File: config.mk
export PLATFORM = sky130hd
export DESIGN_NAME = grant_busy_responder
export DESIGN_NICKNAME = d
export VERILOG_FILES = /design/src/rtl/grant_busy_pkg.sv /design/src/rtl/resp_pending_slot.sv /design/src/rtl/grant_busy_responder.sv
export SDC_FILE = /design/constraint.sdc
export NUM_CORES = 1
export LEC_CHECK = 0
export CORE_AREA = 2 2 39 41
export CTS_CLUSTER_DIAMETER = 150
export DETAILED_ROUTE_END_ITERATION = 6
export DIE_AREA = 0 0 41 43
export DONT_BUFFER_PORTS = 1
export PLACE_DENSITY_LB_ADDON = 0.12
export SLEW_MARGIN = 25
export SYNTH_ARGS = -nofsm -noshare
export SYNTH_HDL_FRONTEND = slang
export SYNTH_HIERARCHICAL = 1
export SYNTH_SLANG_ARGS = --single-unit
File: constraint.sdc
create_clock -name clk -period 4 [get_ports clk]
set_input_delay 0.8 -clock clk [delete_from_list [all_inputs] [get_ports clk]]
set_output_delay 0.8 -clock clk [all_outputs]
set_load 0.02 [all_outputs]
File: src/rtl/grant_busy_pkg.sv
// Shared types for the grant/busy responder: FSM states, pending-event kinds,
// the one-entry pending slot record and a counter-width helper.
package grant_busy_pkg;

  typedef enum logic [1:0] {
    IDLE  = 2'd0,
    WAIT  = 2'd1,
    GRANT = 2'd2,
    BUSY  = 2'd3
  } resp_state_e;

  typedef enum logic {
    KIND_REQ   = 1'b0,
    KIND_START = 1'b1
  } resp_kind_e;

  typedef struct packed {
    logic       valid;
    resp_kind_e kind;
  } pend_slot_t;

  localparam pend_slot_t SLOT_EMPTY = '{valid: 1'b0, kind: KIND_REQ};

  // Width needed to hold the larger of the two phase lengths.
  function automatic int cnt_width(input int a, input int b);
    int m;
    m = (a > b) ? a : b;
    return (m < 1) ? 1 : $clog2(m + 1);
  endfunction

endpackage

File: src/rtl/resp_pending_slot.sv
// One-entry pending slot for the grant/busy responder.
// Decides each cycle which event (if any) the FSM accepts, parks one
// event that cannot be accepted yet, and flags events that are lost.
// Source priority in IDLE: parked event first, then start, then req.
// A freshly serviced slot is free for a new event in the same cycle; any
// event that finds no room is dropped and drop pulses for one cycle.
module resp_pending_slot
  import grant_busy_pkg::*;
(
  input  logic clk,
  input  logic rst_n,
  input  logic in_idle,
  input  logic req,
  input  logic start,
  output logic acc_req,
  output logic acc_start,
  output logic drop
);

  pend_slot_t slot_q, slot_d;
  logic       drop_q, drop_d;
  logic       svc_slot;
  logic       take_start;
  logic       take_req;
  logic       left_start;
  logic       left_req;

  // Arbitration: service, direct accept, park, or drop.
  always_comb begin
    slot_d     = slot_q;
    drop_d     = 1'b0;
    acc_req    = 1'b0;
    acc_start  = 1'b0;
    svc_slot   = in_idle && slot_q.valid;
    take_start = in_idle && !slot_q.valid && start;
    take_req   = in_idle && !slot_q.valid && !start && req;
    left_start = start && !take_start;
    left_req   = req && !take_req;

    if (svc_slot) begin
      acc_req      = (slot_q.kind == KIND_REQ);
      acc_start    = (slot_q.kind == KIND_START);
      slot_d.valid = 1'b0;
    end
    if (take_start) acc_start = 1'b1;
    if (take_req)   acc_req   = 1'b1;

    // Start is parked ahead of req when both are left over.
    if (left_start) begin
      if (!slot_d.valid) slot_d = '{valid: 1'b1, kind: KIND_START};
      else               drop_d = 1'b1;
    end
    if (left_req) begin
      if (!slot_d.valid) slot_d = '{valid: 1'b1, kind: KIND_REQ};
      else               drop_d = 1'b1;
    end
  end

  // Slot and drop registers.
  always_ff @(posedge clk or negedge rst_n) begin
    if (!rst_n) begin
      slot_q <= SLOT_EMPTY;
      drop_q <= 1'b0;
    end else begin
      slot_q <= slot_d;
      drop_q <= drop_d;
    end
  end

  assign drop = drop_q;

endmodule

File: src/rtl/grant_busy_responder.sv
// Responder for the req/grant/busy and start/busy handshakes.
//
// Handshake: req and start are single-cycle pulses sampled on the rising
// edge. An event accepted in IDLE cycle t produces, for req, grant low in
// t..t+GRANT_DELAY-1, a one-cycle grant at t+GRANT_DELAY and busy for
// BUSY_LEN cycles after it; for start, busy for BUSY_LEN cycles from t+1 and
// no grant. done marks the last busy cycle; the FSM then spends at least one
// cycle in IDLE. Events that cannot be accepted are parked in a one-entry
// slot or dropped (drop pulse). All outputs come straight from flops.
//
// Optional: define RESP_SVA_EN to compile in the embedded property checker.
module grant_busy_responder
  import grant_busy_pkg::*;
#(
  parameter int GRANT_DELAY = 3,
  parameter int BUSY_LEN    = 5
) (
  input  logic clk,
  input  logic rst_n,
  input  logic req,
  input  logic start,
  output logic grant,
  output logic busy,
  output logic done,
  output logic drop
);

  localparam int CNT_W = cnt_width(GRANT_DELAY, BUSY_LEN);
  // WAIT covers GRANT_DELAY-1 cycles; the counter ends at zero.
  localparam logic [CNT_W-1:0] WAIT_LOAD = CNT_W'((GRANT_DELAY >= 2) ? GRANT_DELAY - 2 : 0);
  localparam logic [CNT_W-1:0] BUSY_LOAD = CNT_W'((BUSY_LEN >= 1) ? BUSY_LEN - 1 : 0);
  localparam logic [CNT_W-1:0] CNT_ONE   = CNT_W'(1);

  resp_state_e      state_q, state_d;
  logic [CNT_W-1:0] cnt_q, cnt_d;
  logic             grant_q, grant_d;
  logic             busy_q, busy_d;
  logic             done_q, done_d;
  logic             acc_req;
  logic             acc_start;
  logic             in_idle;

  assign in_idle = (state_q == IDLE);

  resp_pending_slot u_slot (
    .clk       (clk),
    .rst_n     (rst_n),
    .in_idle   (in_idle),
    .req       (req),
    .start     (start),
    .acc_req   (acc_req),
    .acc_start (acc_start),
    .drop      (drop)
  );

  // Next state, counter and registered-output values.
  always_comb begin
    state_d = state_q;
    cnt_d   = cnt_q;
    case (state_q)
      IDLE: begin
        cnt_d = '0;
        if (acc_start) begin
          state_d = BUSY;
          cnt_d   = BUSY_LOAD;
        end else if (acc_req) begin
          if (GRANT_DELAY <= 1) begin
            state_d = GRANT;
          end else begin
            state_d = WAIT;
            cnt_d   = WAIT_LOAD;
          end
        end
      end
      WAIT: begin
        if (cnt_q == '0) begin
          state_d = GRANT;
          cnt_d   = '0;
        end else begin
          cnt_d = cnt_q - CNT_ONE;
        end
      end
      GRANT: begin
        state_d = BUSY;
        cnt_d   = BUSY_LOAD;
      end
      BUSY: begin
        if (cnt_q == '0) begin
          state_d = IDLE;
        end else begin
          cnt_d = cnt_q - CNT_ONE;
        end
      end
      default: begin
        state_d = IDLE;
        cnt_d   = '0;
      end
    endcase
    grant_d = (state_d == GRANT);
    busy_d  = (state_d == BUSY);
    done_d  = (state_d == BUSY) && (cnt_d == '0);
  end

  // State, counter and output registers.
  always_ff @(posedge clk or negedge rst_n) begin
    if (!rst_n) begin
      state_q <= IDLE;
      cnt_q   <= '0;
      grant_q <= 1'b0;
      busy_q  <= 1'b0;
      done_q  <= 1'b0;
    end else begin
      state_q <= state_d;
      cnt_q   <= cnt_d;
      grant_q <= grant_d;
      busy_q  <= busy_d;
      done_q  <= done_d;
    end
  end

  assign grant = grant_q;
  assign busy  = busy_q;
  assign done  = done_q;

`ifdef RESP_SVA_EN
  

  
  
  
  
  
  
`endif

endmodule

==> results.json <==
{
  "status": "completed",
  "gp_congestion": 0.670,
  "die_x_um": 41,
  "syn_to_final_growth_pct": 6.28,
  "r2r_end": "done",
  "num_vias": 401,
  "clock_latency_ns": 0.27,
  "io_pins": 8,
  "period_share": 0.452,
  "synth_top_family_by_area": "simple AND/OR/NAND/NOR gates",
  "synth-edff-count": 0,
  "synth.area.mux_share": 0.0346,
  "grt_util_all_layers": 0.137,
  "start_util": 0.418,
  "slew_headroom": 0.750,
  "drv_cap": 0,
  "finalInstanceArea_um2": 614,
  "drc": 0,
  "synth_most_common_cell": "dfrtp_1",
  "synth-simple-area-share": 0.223,
  "crit_type": "flip-flop to flip-flop",
  "yosys.area_share.adder": 0.0649,
  "synth_common_cells": "11 x dfrtp_1, 5 x inv_1, 5 x nor2_1",
  "ys_seq_area_frac": 0.476,
  "core_area_mm2": 0.00138,
  "via_per_inst": 5.35,
  "cts_setup_buffers": 0,
  "ys_warn_count": 6,
  "clk_path_buf_depth": 2,
  "synth.ff_latch_count": 11,
  "critical_path_required_ns": 4.18,
  "synth_fp_nets": 64,
  "worst_pin_slew_ns": 0.373,
  "path_clk_slew_ns": 0.07,
  "rsz0062_at_grt": "false",
  "drt_iter0_markers": 7,
  "first_pass_iters": 2,
  "synthArstFlopShare": 1.00,
  "reg2reg_slack_ns": 2.19,
  "power_density_mw_per_mm2": 821,
  "synth_top_area_cell": "dfrtp_1",
  "clock_skew_ns": 0.00444,
  "start_kind": "flip-flop",
  "crit_path_end_kind": "flip-flop",
  "final_antenna_net_count": 0,
  "fmax_mhz": 554,
  "hold_violations": 0,
  "die-area_mm2": 0.00176,
  "power_w": 0.000505,
  "rows": 14,
  "grt_first_pass_wirelength_mm": 1.59,
  "drive_gt1_frac": 0.136,
  "cts.repair.resized": 0,
  "wire_per_inst_um": 12.2,
  "hpwl_um": 709,
  "overflow": 0,
  "diodes": 0,
  "synth_compound_area_frac": 0.149,
  "synth_area_leaders": "dfrtp_1 48%, ha_1 6.5%, nor2b_1 4.3%",
  "synth_xor_area_frac": 0,
  "cts_max_level": 1,
  "ys.flop_type": "dfrtp_1",
  "r2r_cells": 5,
  "arrival_ns": 1.98,
  "avgSynthCellArea_um2": 10.1,
  "slew_violations": 0,
  "cp_max_fo": 9,
  "cts.sinks": 11,
  "nNetsFinal": 67,
  "fin_crit_ns": 1.81,
  "routed_wl_um": 913,
  "grt_max_degree": 12,
  "min_path_type": "input pin to asynchronous set/reset pin",
  "r2r-start": "state_q[1]",
  "utilization": 0.444,
  "synth_area_um2": 578,
  "chipHeight_um": 43,
  "cts_root_buf": "clkbuf_4",
  "tns_ns": 0,
  "grt_pass1_vias": 386,
  "whs_ns": 0.218,
  "p_leak_nw": 0.275,
  "port_buffers": 0,
  "place_area_um2": 587,
  "setup_viol": 0,
  "cts_tree": "yes",
  "cts_buffers": 3,
  "synth.top_cell.area_share": 0.476,
  "synth_cells": 57,
  "yosysUniqueCellTypes": 25,
  "antenna_found_initial": 0,
  "holdBufCountCts": 0,
  "ir_drop_mv": 0.312
}
[layout by cell type, fill, tap and decap left out, drive strengths merged]
| cell type | count |
|---|---|
| nor4 | 2 |
| o211ai | 1 |
| a32o | 1 |
| nand2b | 2 |
| nor2b | 5 |
| clkbuf | 3 |
| nand2 | 3 |
| dfrtp | 11 |
| nor3 | 1 |
| o21ai | 3 |
| a21oi | 5 |
| ha | 3 |
| o2bb2ai | 1 |
| mux2i | 2 |
| and2 | 1 |
| clkinv | 1 |
| nand3b | 1 |
| nor3b | 1 |
| inv | 5 |
| nor2 | 5 |
| a22oi | 1 |
| a2bb2oi | 1 |
[report_power, final]
group	internal [W]	switching, W
Clock	0.0000370	0.0000380
Combinational	0.000104	0.000105
Sequential	0.000159	0.0000620
[critical path, stage by stage (launching register included)]
cell     delay [ns]
dfrtp_1        0.47
nor2_1         0.35
nor2b_1        0.31
nor2b_1        0.16
o21ai_0        0.13
nor4_2         0.29
[metal layers]
metal	wire, um	vias up	GRT usage	part of all wire
li1	-	201	-	-
met1	392	194	0.163	0.43
met2	480	4	0.197	0.53
met3	30	2	0.0419	0.033
met4	9	0	0.100	0.0099
met5	0	-	0	0
[final cells by class]
| type | count | area, um^2 |
|---|---|---|
| clock buffer | 3 | 22.5 |
| clock inverter | 1 | 5.00 |
| fill | 145 | 769 |
| inverter | 5 | 18.8 |
| multi-input combinational | 39 | 273 |
| sequential | 11 | 275 |
| tap | 16 | 20.0 |
[registers in the layout, summed over array words and instances, names as in the netlist, named ones only]
register / count
u_slot/slot_q: 1
state_q: 2
cnt_q: 3
grant: 1
done: 1
busy: 1
u_slot/drop: 1
[per-stage QoR]
| step | instances | setup WS [ns] |
|---|---|---|
| 2_1_floorplan | 57 | 2.35 |
| 3_3_place_gp | 71 | 2.26 |
| 3_5_place_dp | 71 | 2.20 |
| 4_1_cts | 75 | 2.19 |
| 5_1_grt | 75 | 2.00 |
| 6_report | 75 | 2.19 |
[kinds of logic (layout without fill, tap and decap cells)]
kind of cell	Yosys count	in the layout
flops	11	11
fa+ha+maj	3	3
simple gates	21	21
buf+inv	7	9
mux	2	2
compound gates	13	13
[how the worst max path moves through the flow]
stage                      end       start  slack (ns)
floorplan                 done  state_q[1]        2.35
global placement    state_q[1]       start        2.26
detailed placement        done  state_q[0]        2.20
CTS                       done  state_q[0]        2.19
global route              done  state_q[1]        2.00
finish                    done  state_q[1]        2.19
(Power assumes the default switching activity.)
